==> config.mk <==
export PLATFORM = sky130hd
export DESIGN_NAME = parity_frame_unit
export DESIGN_NICKNAME = d
export VERILOG_FILES = /design/src/rtl/parity_frame_unit.sv
export SDC_FILE = /design/constraint.sdc
export NUM_CORES = 1
export LEC_CHECK = 0
export ABC_AREA = 1
export BUFFER_PORTS_ARGS = -buffer_cell sky130_fd_sc_hd__buf_4
export CORE_UTILIZATION = 30
export DETAILED_ROUTE_END_ITERATION = 10
export MAX_ROUTING_LAYER = met4
export SLEW_MARGIN = 10
export SYNTH_ARGS = -nofsm -noshare
export SYNTH_HDL_FRONTEND = slang
export SYNTH_SLANG_ARGS = --single-unit
export TNS_END_PERCENT = 50
==> constraint.sdc <==
create_clock -name clk -period 1.8 [get_ports clk]
set_clock_uncertainty 0.1 [all_clocks]
set_input_delay 0.36 -clock clk [delete_from_list [all_inputs] [get_ports clk]]
set_output_delay 0.36 -clock clk [all_outputs]
set_load 0.03 [all_outputs]
==> src/rtl/parity_frame_unit.sv <==
// Frame parity unit: folds FRAME_LEN words into one parity bit over a valid/ready stream.
// In check mode it compares that bit against a supplied parity and keeps a saturating count of mismatches.
module parity_frame_unit #(
  parameter int WIDTH     = 8,
  parameter int FRAME_LEN = 4,
  parameter int ODD       = 0,
  parameter int ERR_W     = 8
) (
  input  logic             clk,
  input  logic             rst,
  input  logic             mode,
  input  logic             in_valid,
  output logic             in_ready,
  input  logic [WIDTH-1:0] in_data,
  input  logic             in_par,
  output logic             out_valid,
  input  logic             out_ready,
  output logic             out_parity,
  output logic             out_err,
  output logic [ERR_W-1:0] err_count,
  output logic             busy
);

  localparam int              CNT_W   = (FRAME_LEN > 1) ? $clog2(FRAME_LEN) : 1;
  localparam logic [CNT_W-1:0] LAST   = CNT_W'(FRAME_LEN - 1);
  localparam logic            ODD_BIT = (ODD != 0);

  typedef enum logic {
    ST_ACCUM  = 1'b0,
    ST_RESULT = 1'b1
  } state_t;

  state_t           r_state;
  state_t           w_state_next;
  logic             r_acc;
  logic             r_frame_mode;
  logic [CNT_W-1:0] r_cnt;

  logic w_accept;
  logic w_first;
  logic w_last;
  logic w_word_par;
  logic w_parity;
  logic w_mode_eff;
  logic w_err;

  assign in_ready   = (r_state == ST_ACCUM);
  assign out_valid  = (r_state == ST_RESULT);
  assign busy       = (r_cnt != '0) || out_valid;

  assign w_accept   = in_valid && in_ready;
  assign w_first    = (r_cnt == '0);
  assign w_last     = (r_cnt == LAST);
  assign w_word_par = ^in_data;
  assign w_parity   = r_acc ^ w_word_par ^ ODD_BIT;
  // A one-word frame has no earlier edge to latch mode on, so the live input is used.
  assign w_mode_eff = w_first ? mode : r_frame_mode;
  assign w_err      = w_mode_eff && (w_parity != in_par);

  // NOTE: sequential state uses non-blocking assignments so every flop samples pre-edge values.
  always_ff @(posedge clk) begin
    if (rst) r_state <= ST_ACCUM;
    else     r_state <= w_state_next;
  end

  // NOTE: the default assignment first keeps this block purely combinational (no latch).
  always_comb begin
    w_state_next = r_state;
    case (r_state)
      ST_ACCUM:  if (w_accept && w_last) w_state_next = ST_RESULT;
      ST_RESULT: if (out_ready)          w_state_next = ST_ACCUM;
      default:                           w_state_next = ST_ACCUM;
    endcase
  end

  always_ff @(posedge clk) begin
    if (rst) begin
      r_acc        <= 1'b0;
      r_cnt        <= '0;
      r_frame_mode <= 1'b0;
      out_parity   <= 1'b0;
      out_err      <= 1'b0;
      err_count    <= '0;
    end else if (w_accept) begin
      if (w_first) r_frame_mode <= mode;
      if (w_last) begin
        r_acc      <= 1'b0;
        r_cnt      <= '0;
        out_parity <= w_parity;
        out_err    <= w_err;
        if (w_err && (err_count != '1)) err_count <= err_count + ERR_W'(1);
      end else begin
        r_acc <= r_acc ^ w_word_par;
        r_cnt <= r_cnt + CNT_W'(1);
      end
    end
  end

endmodule

Word-level counts from Yosys, hierarchy flattened

Cells that the tools add are included.
Widths: inputs -> output; s select.

Add/subtract/negate cells: 2
Equal/unequal tests: 3
Mux-type cells: 6
Bitwise logic cells: 2
Reduce and logical (&&, ||, !) cells: 10

Operator list:

| cell                | number |
|---|---|
| $add 8x1->8 const B | 1 |
| $ne 8x8->1 const B  | 1 |
| $reduce_xor 8->1    | 1 |
| $logic_and 1x1->1   | 4 |
| $mux 1              | 4 |
| $reduce_and 3->1    | 1 |
| $add 2x1->2 const B | 1 |
| $eq 2x2->1 const B  | 1 |
| $logic_not 2->1     | 1 |
| $mux 2              | 1 |
| $pmux 1 s2          | 1 |
| $reduce_and 2->1    | 1 |
| $reduce_bool 2->1   | 1 |
| $logic_or 1x1->1    | 1 |
| $ne 1x1->1          | 1 |
| $not 1->1           | 1 |
| $xor 1x1->1         | 1 |

Bits in registers: 15
Bits of input ports: 14
Output and inout bits: 13
Word-level logic and storage cells: 30

Longest topological paths before layout

Gate-level depths: netlist of the first run.

Word-level depth: 6
Mapped depth: 14
Depth with buffers taken out: 14

Worst setup path after synthesis of the first run

OpenSTA, ideal clock, no wires.

Kind: flip-flop to flip-flop
From: register err_count[0]
To: register err_count[5]
Setup time: 0.116 ns
Arrival: 1.562 ns
Required time: 1.584 ns
Setup slack: 0.022 ns
Stages on the path, launching flop included: 11
Buffers on the path: 0
Clock period less this slack: 1.778 ns
Path through: dfxtp_1 ha_1 nand2_1 inv_2 nand2_1 nor3_2 inv_2 nand3_1 inv_1 a31oi_1 nor2_1

Word-level cells in the longest chain between the ends: 3
Elaborated cells on any way between the ends: 4
Those cells by class: 1 x add/sub; 1 x eq/ne; 2 x reduce/logical

Ends and longest elaborated chain:

| what                                                                | line | RTL |
|---|---|---|
| start, declared                                                     | 20   | `output logic [ERR_W-1:0] err_count,` |
| start signal, assigned                                              | 91   | `if (w_err && (err_count != '1)) err_count <= err_count + ERR_W'(1);` |
| parallel branches: the longest is 3 deep, another holds $add 8x1->8 | --   |  |

Parallel ways; which one is timed is not known.
A chain may end at the register's enable or synchronous reset.

Worst setup path in the final report of the first run

From: register err_count[1]
To: register err_count[4]

Same word-level chain as after synthesis.

==> results_dict.tcl, run 1 <==
set metrics [dict create \
    synth_seq_cells 15 \
    slew_viol_final 0 \
    synth-xor-area-share_pct 3.44 \
    drive_gt1_share_pct 34.4 \
    crit_start "err_count[1]$_SDFFE_PP0P_" \
    relSlewSlack_pct 75.2 \
    grtUsageTotal_pct 13.6 \
    pwr-share-comb_pct 25.7 \
    grt_start_max_net_pins 13 \
    cts_num_sinks 15 \
    place_congestion 0.792 \
    yosysTopAreaCell "dfxtp_1" \
    synth.area.mux_share_pct 0.983 \
    switching_power_uw 241 \
    cts_tree "done" \
    max_freq_mhz 615 \
    hpwl_um 1660 \
    synth.lib_cells_used.distinct 28 \
    syn-num-nets 166 \
    yosys.area_share.simple_pct 42.3 \
    gr-total-overflow 0 \
    grt_pass1_vias 921 \
    yosysMostFrequentCell "nand2_1" \
    endpoint_kind "register" \
    path_clk_slew_ns 0.10 \
    htreeDepth 1 \
    yosys.area_share.adder_pct 3.69 \
    tightestPinTransition_ns 0.371 \
    highest_layer "met4" \
    vias 1001 \
    pin_count 27 \
    fillers 334 \
    clk_latency_ns 0.28 \
    final_area_um2 1300 \
    met3_length_um 66 \
    dieArea_um2 3630 \
    synth_ff_type "dfxtp_1" \
    synth_cells 149 \
    drc 0 \
    cp.arrival_ns 1.72 \
    synth.area.top_cells "dfxtp_1 29%, nand2_1 13%, inv_1 6.6%" \
    crit_path_start_kind "register" \
    cts_root_buffer "clkbuf_4" \
    routed_wl_um 2090 \
    path_max_fanout 6 \
    finalNetCount 198 \
    portBuffers 26 \
    synth_top_family_by_area "simple AND/OR/NAND/NOR gates" \
    r2r_start "err_count[1]$_SDFFE_PP0P_" \
    holdCritStartpoint "rst" \
    p_clk_share_pct 27.0 \
    leakagePower_nw 0.624 \
    synth_top_cell_area_share_pct 29.5 \
    finalSetupTns_ns 0 \
    required_ns 1.89 \
    p_sw_share_pct 32.5 \
    yosysWarnings 0 \
    rsz0062_at_grt "true" \
    cts_inserted_buffers 3 \
    pwr-share-seq_pct 47.3 \
    wl_met1_um 991 \
    clockBufferDepth 2 \
    synth_commonest_cells "35 x nand2_1, 18 x inv_1, 15 x dfxtp_1, 12 x nor2_1, 9 x nand2_2" \
    p_per_area_nw_per_um2 568 \
    drt-initial-drc-count 11 \
    dr.pass1.iters 6 \
    crit_type "register to register" \
    place_area_um2 1270 \
    rows 20 \
    start_util_pct 32.6 \
    core-area_um2 3130 \
    die_h_um 60.3 \
    wl_per_cell_um 9.34 \
    min_period_ns 1.63 \
    synth-compound-area-share_pct 8.72 \
    grt_pass1_wl_um 3710 \
    internal_power_uw 499 \
    ys_async_sr_fraction_pct 0 \
    area_growth_pct 27.8 \
    die_w_um 60.3 \
    vdd_drop_max_mv 0.237 \
    wl_met2_um 1010 \
    grt_antenna_before_repair 0 \
    viasPerCell 4.47 \
    final_antenna_net_count 0 \
    finalCritPeriodShare_pct 90.4 \
    maxCapViolations 0 \
    outcome "complete, no violations" \
    final_util_pct 41.6 \
    hp-class "input pin to register" \
    finalSetupViolCount 0 \
    syn_avg_cell_area_um2 6.84 \
    synth.cell_area_um2 1020 \
    finalHoldViolations 0 \
    diodes 0 \
    whs_ns 0.168 \
    synth_edf_count 0 \
    seq_area_frac_synth_pct 29.5 \
]
routing by layer:
layer / up-vias / GRT usage [%]
li1: 534 / -
met1: 444 / 16.6
met2: 21 / 23.5
met3: 2 / 1.30
met4: 0 / 3.99
met5: - / -
worst max-delay path: stages, from the launching register on:
cell	delay (ns)
dfxtp_2	0.37
ha_1	0.18
nand2_1	0.08
inv_2	0.06
nand2_1	0.10
nor3_2	0.18
inv_2	0.11
nand4_4	0.13
inv_2	0.07
nor2_1	0.11
nor2_2	0.04
path summary, 6_finish.rpt:
kind                                                   to  slack [ns]  cells after the start
worst max-delay path            err_count[4]$_SDFFE_PP0P_        0.17                     10
worst min-delay path            err_count[6]$_SDFFE_PP0P_        0.17                      2
worst max register to register  err_count[4]$_SDFFE_PP0P_        0.17                     10
worst min register to register      r_cnt[1]$_SDFFE_PP0P_        0.38                      2
state kept, by name, summed over array words and instances (netlist names):
register	count
r_cnt	2
r_acc	1
r_frame_mode	1
out_err	1
out_parity	1
err_count	8
out_valid	1
cells by family (layout without fill, tap and decap cells):
kind of cell	after synthesis	after routing
and+or+nand+nor	82	82
AOI/OAI and AO/OA	16	16
muxes	1	1
DFF	15	15
adders and majority gates	3	3
xor gates and xnor gates	4	4
buffers and inverters	28	59
power by group through the flow:
stage	Combinational (mW)	Clock, mW	Sequential [mW]
6_report	0.190	0.200	0.350
5_1_grt	0.214	0.219	0.352
4_1_cts	0.191	0.206	0.350
3_5_place_dp	0.190	0	0.358
3_3_place_gp	0.185	0	0.357
2_1_floorplan	0.131	0	0.361
final cells by class:
type / instances / area (um2) / share of cell area (%)
clock inverter: 1 / 5.00 / 0.385
timing repair buffer: 29 / 218 / 16.7
clock buffer: 3 / 22.5 / 1.73
sequential: 15 / 302 / 23.2
multi-input combinational: 106 / 602 / 46.2
tap: 44 / 55.1 / 4.23
inverter: 26 / 97.6 / 7.50
layout by cell type, fill, tap and decap left out:
cell	netlist	final
nand2_1	35	35
buf_4	1	29
inv_1	18	18
dfxtp_1	15	14
nor2_1	12	12
nand2_2	9	9
a21oi_1	8	8
inv_2	7	7
nand4_1	7	7
nand3_1	6	6
o21ai_0	4	4
nor2_2	4	4
xor2_1	3	3
ha_1	3	3
clkbuf_4	0	3
nand3_2	2	2
nand2_4	2	2
a31oi_1	2	2
clkinv_1	1	1
nor2_4	1	1
mux2i_1	1	1
nor3_2	1	1
nor4_1	1	1
nor3b_1	1	1
nand4_4	1	1
xnor2_1	1	1
a21oi_2	1	1
o21a_1	1	1
clkinv_2	0	1
dfxtp_2	0	1
metrics by stage:
| stage | cells | total power, mW | setup slack (ns) |
|---|---|---|---|
| global placement | 220 | 0.543 | 0.130 |
| floorplan | 149 | 0.492 | 0.0225 |
| CTS | 224 | 0.747 | 0.130 |
| finish | 224 | 0.739 | 0.173 |
| detailed placement | 220 | 0.548 | 0.110 |
| global route | 224 | 0.784 | -0.0146 |
repair_timing:
action,in CTS,in global routing
hold buffers,0,0
setup endpoints to repair,0,6
setup buffers,0,0
gates resized for setup,0,1
No activity file was read; power rests on OpenSTA's default activity.
==> run 2: changes to the inputs <==
- clock period: 1.8 -> 1.67 ns (I/O delays scaled with it)
==> run 2 against run 1 <==
Compared with the run above:
- sequential share of layout area fell by 1.3 points
- wire length rose by 13%
- critical path depth fell by 4
==> results_dict.tcl, run 2 (synthesis results as in run 1) <==
set metrics [dict create \
    outcome "complete, no violations" \
    pwr-share-comb_pct 27.6 \
    routed_wl_um 2360 \
    r2r_start "err_count[5]$_SDFFE_PP0P_" \
    p_per_area_nw_per_um2 586 \
    final_antenna_net_count 0 \
    drive_gt1_share_pct 40.4 \
    finalSetupViolCount 0 \
    finalCritPeriodShare_pct 99.2 \
    cp_num_buf_inv 1 \
    regArea_um2 307 \
    cts_inserted_buffers 3 \
    relSlewSlack_pct 74.5 \
    clk_latency_ns 0.29 \
    final_common_cell "nand2_1" \
    place_congestion 0.817 \
    grt_antenna_before_repair 0 \
    finalHoldViolations 0 \
    required_ns 1.76 \
    cp_top_family "simple AND/OR/NAND/NOR gates" \
    cts_root_buffer "clkbuf_4" \
    p_clk_share_pct 26.4 \
    fillers 310 \
    grt_pass1_vias 872 \
    multi_input_area_um2 671 \
    switching_power_uw 268 \
    finalSetupTns_ns 0 \
    slew_viol_final 0 \
    wl_per_cell_um 10.4 \
    diodes 0 \
    die_h_um 60.3 \
    holdCritStartpoint "rst" \
    maxCapViolations 0 \
    crit_start "err_count[5]$_SDFFE_PP0P_" \
    pin_count 27 \
    max_freq_mhz 604 \
    drc 0 \
    max_stage_delay_ns 0.44 \
    path_clk_slew_ns 0.09 \
    hp-class "input pin to register" \
    cp.arrival_ns 1.74 \
    largest_register_ffs 8 \
    dr.pass1.iters 4 \
    vias 1034 \
    internal_power_uw 553 \
    crit_chain "inv_1 -> nor4_1 -> nor3b_1 -> nand4_1 -> nand2_1 -> nor2_1" \
    grtUsageTotal_pct 13.5 \
    die_w_um 60.3 \
    min_period_ns 1.66 \
    hpwl_um 1770 \
    area_growth_pct 37.5 \
    crit_path_start_kind "register" \
    core-area_um2 3130 \
    clockBufferDepth 2 \
    viasPerCell 4.56 \
    grt_pass1_wl_um 3620 \
    gr-total-overflow 0 \
    final_area_um2 1400 \
    place_area_um2 1270 \
    cts_num_sinks 15 \
    slowest_stage "dfxtp_1" \
    endpoint_kind "register" \
    htreeDepth 1 \
    rsz0062_at_grt "true" \
    tightestPinTransition_ns 0.378 \
    top_regs "err_count: 8 flops, r_cnt: 2 flops" \
    portBuffers 26 \
    path_max_fanout 6 \
    final_util_pct 44.8 \
    vdd_drop_max_mv 0.182 \
    cts_tree "done" \
    p_sw_share_pct 32.6 \
    layout_common_cells "34 x nand2_1, 30 x buf_4, 18 x inv_1, 12 x dfxtp_1" \
    finalNetCount 201 \
    crit_type "register to register" \
    drt-initial-drc-count 28 \
    start_util_pct 32.6 \
    dieArea_um2 3630 \
    cts_hold_buffers 0 \
    leakagePower_nw 0.671 \
    grt_start_max_net_pins 13 \
    pwr-share-seq_pct 46.1 \
    rows 20 \
    regMostFlops "err_count" \
]
-- run 2: cell count changes in the layout (fill, tap and decap cells not counted), sizes merged --
cell and delta:
clkinv -1, buf +3, clkbuf +1
-- run 2: through the flow --
stage	hold WS (ns)	setup slack [ns]	power, mW	instances
2_1_floorplan	0.296	0.00198	0.530	149
3_3_place_gp	0.365	0.0229	0.585	220
3_5_place_dp	0.366	-0.0146	0.593	220
4_1_cts	0.137	0.0253	0.808	224
5_1_grt	0.139	-0.0621	0.867	227
6_report	0.137	0.0134	0.821	227
-- run 2: per-layer routing --
layer | up-vias | share of wire (%) | GRT usage (%)
met2 | 15 | 51 | 21.5
met4 | 0 | 1.2 | 4.98
met3 | 4 | 1.6 | 1.30
met5 | - | 0 | -
li1 | 540 | - | -
met1 | 475 | 46 | 17.4
-- run 2: final cells by class --
cell class                 count  area share [%]
multi-input combinational    106            47.9
sequential                    15            21.9
timing repair buffer          32            17.2
inverter                      26            7.15
tap                           44            3.93
clock buffer                   4            1.88
-- run 2: path summary, 6_finish.rpt --
check / endpoint / slack (ns) / cells after the start
min: err_count[6]$_SDFFE_PP0P_ / 0.14 / 2
max: err_count[7]$_SDFFE_PP0P_ / 0.01 / 6
max reg2reg: err_count[7]$_SDFFE_PP0P_ / 0.01 / 6
min reg2reg: out_err$_SDFFE_PP0P_ / 0.38 / 2
-- run 2: power groups by stage --
stage | Combinational [mW] | Clock (mW) | Sequential, mW
after CTS | 0.208 | 0.223 | 0.377
final | 0.226 | 0.216 | 0.378
after global routing | 0.251 | 0.235 | 0.380
after global placement | 0.200 | 0 | 0.385
after floorplan | 0.141 | 0 | 0.389
after detailed placement | 0.208 | 0 | 0.386
-- run 2: repair_timing --
item                                    4_1_cts  5_1_grt
endpoints found under the setup margin        0        8
endpoints found under the hold margin         0        0
buffers inserted                              0        2
resized for setup                             0       18
==> run 3: changes to the inputs <==
- clock period: 1.67 -> 1.57 ns (I/O delays scaled with it)
==> run 3 against run 2 <==
Compared with the run above:
- total power grew 11%
- register-to-register slack gained 0.02 ns
- sequential power grew 6.3%
- wire length shrank 1.5%
- die area is the same
- final area grew 8.0%
- global-route usage grew 0.20 points
- worst setup slack lost 0.0031 ns
- largest cell class unchanged
- largest power group unchanged
==> results_dict.tcl, run 3 (synthesis results as in run 1) <==
set metrics [dict create \
    outcome "complete, no violations" \
    dr.pass1.iters 4 \
    p_total_uw 911 \
    grt_antenna_before_repair 0 \
    slowest_stage "dfxtp_2" \
    die_h_um 60.3 \
    place_congestion 0.840 \
    drt-initial-drc-count 31 \
    r2r_start "r_cnt[0]$_SDFFE_PP0P_" \
    r2r_end "err_count[5]$_SDFFE_PP0P_" \
    clockBufferDepth 2 \
    required_ns 1.16 \
    hold_depth 2 \
    cts_num_sinks 15 \
    slew_viol_final 0 \
    rsz0062_at_grt "true" \
    grt_start_max_net_pins 13 \
    core-area_um2 3130 \
    finalSetupViolCount 0 \
    reg2regPathDepth 8 \
    max_stage_delay_ns 0.35 \
    cts_root_buffer "clkbuf_4" \
    maxCapViolations 0 \
    hpwl_um 1720 \
    cpMostUsedCell "buf_6" \
    vdd_drop_max_mv 0.202 \
    path_max_fanout 3 \
    pin_count 27 \
    area_growth_pct 48.4 \
    whs_ns 0.116 \
    final_util_pct 48.3 \
    max_freq_mhz 641 \
    final_antenna_net_count 0 \
    die_w_um 60.3 \
    diodes 0 \
    relSlewSlack_pct 75.8 \
    cp_top_family "flip-flops" \
    cp-endpoint "busy" \
    routed_wl_um 2330 \
    crit_chain "inv_2 -> ha_4 -> buf_6 -> nand2_4 -> buf_6" \
    rows 20 \
    min_period_ns 1.56 \
    grt_pass1_wl_um 3620 \
    cp.arrival_ns 1.15 \
    tightestPinTransition_ns 0.362 \
    wl_per_cell_um 9.94 \
    gr-total-overflow 0 \
    cp.depth 5 \
    htreeDepth 1 \
    final_area_um2 1510 \
    cts_tree "done" \
    top_regs "err_count: 8 flops, r_cnt: 2 flops" \
    hp-class "input pin to register" \
    crit_start "r_cnt[0]$_SDFFE_PP0P_" \
    worst-r2r-setup-slack_ns 0.03 \
    vias 1071 \
    finalCritPeriodShare_pct 99.3 \
    final_common_cell "buf_4" \
    crit_path_start_kind "register" \
    drc 0 \
    largest_register_ffs 8 \
    regMostFlops "err_count" \
    clk_latency_ns 0.29 \
    finalHoldViolations 0 \
    start_util_pct 32.6 \
    drive_gt1_share_pct 49.5 \
    leakagePower_nw 0.701 \
    dieArea_um2 3630 \
    grtUsageTotal_pct 13.6 \
    path_clk_slew_ns 0.09 \
    crit_type "register to primary output" \
    grt_pass1_vias 880 \
    viasPerCell 4.58 \
    portBuffers 26 \
    cts_inserted_buffers 3 \
    endpoint_kind "primary output" \
    layout_common_cells "35 x buf_4, 33 x nand2_1, 15 x inv_1, 10 x nand2_2, 9 x inv_2" \
    finalNetCount 208 \
    p_per_area_nw_per_um2 603 \
    place_area_um2 1360 \
    cp_num_buf_inv 3 \
    holdCritStartpoint "rst" \
]
run 3: changes by cell type in the layout (fill, tap and decap cells not counted), moves of 2 or more:
cell and delta:
buf_12 +2, buf_4 +5, dfxtp_1 -5, dfxtp_2 +4, inv_1 -3, inv_2 +3, nor2_1 -2, nor2_2 +2
run 3: how the worst min path moves through the flow:
| stage | end | slack (ns) |
|---|---|---|
| after floorplan | err_count[6]$_SDFFE_PP0P_ | 0.28 |
| after detailed placement | out_err$_SDFFE_PP0P_ | 0.36 |
| after global routing | r_acc$_SDFFE_PP0P_ | 0.11 |
| after CTS | err_count[6]$_SDFFE_PP0P_ | 0.11 |
| after global placement | r_cnt[1]$_SDFFE_PP0P_ | 0.37 |
| final | err_count[6]$_SDFFE_PP0P_ | 0.12 |
run 3: through the flow:
stage	TNS (ns)	worst slack (ns)	cells
global route	-0.185	-0.0439	234
CTS	0	0.0109	232
global placement	-0.255	-0.0599	228
finish	0	0.0103	234
detailed placement	-0.467	-0.0861	228
floorplan	-0.00652	-0.00652	149
run 3: area by class of cell:
| cell class | count | area, um2 |
|---|---|---|
| flip-flops and latches | 15 | 315 |
| clock buffers | 4 | 26.3 |
| well taps | 44 | 55.1 |
| multi-input cells | 106 | 689 |
| fillers | 311 | 1620 |
| inverters | 26 | 100 |
| repair buffers | 39 | 325 |
run 3: layer usage:
metal / GRT usage, % / vias to the layer above / wire length, um
li1: - / 556 / -
met1: 16.8 / 493 / 1090
met2: 22.0 / 18 / 1140
met3: 1.30 / 4 / 47
met4: 6.98 / 0 / 49
met5: - / - / 0
run 3: what timing repair did:
| item | in CTS | in global routing |
|---|---|---|
| setup buffers | 0 | 2 |
| resized for setup | 18 | 8 |
| endpoints found under the setup margin | 8 | 9 |
| hold buffers | 0 | 0 |
| pin swaps | 2 | 7 |
run 3: power by group:
| group | switching [mW] | internal (mW) |
|---|---|---|
| clock network | 0.131 | 0.0988 |
| logic | 0.151 | 0.128 |
| registers | 0.0105 | 0.392 |
| total | 0.293 | 0.618 |
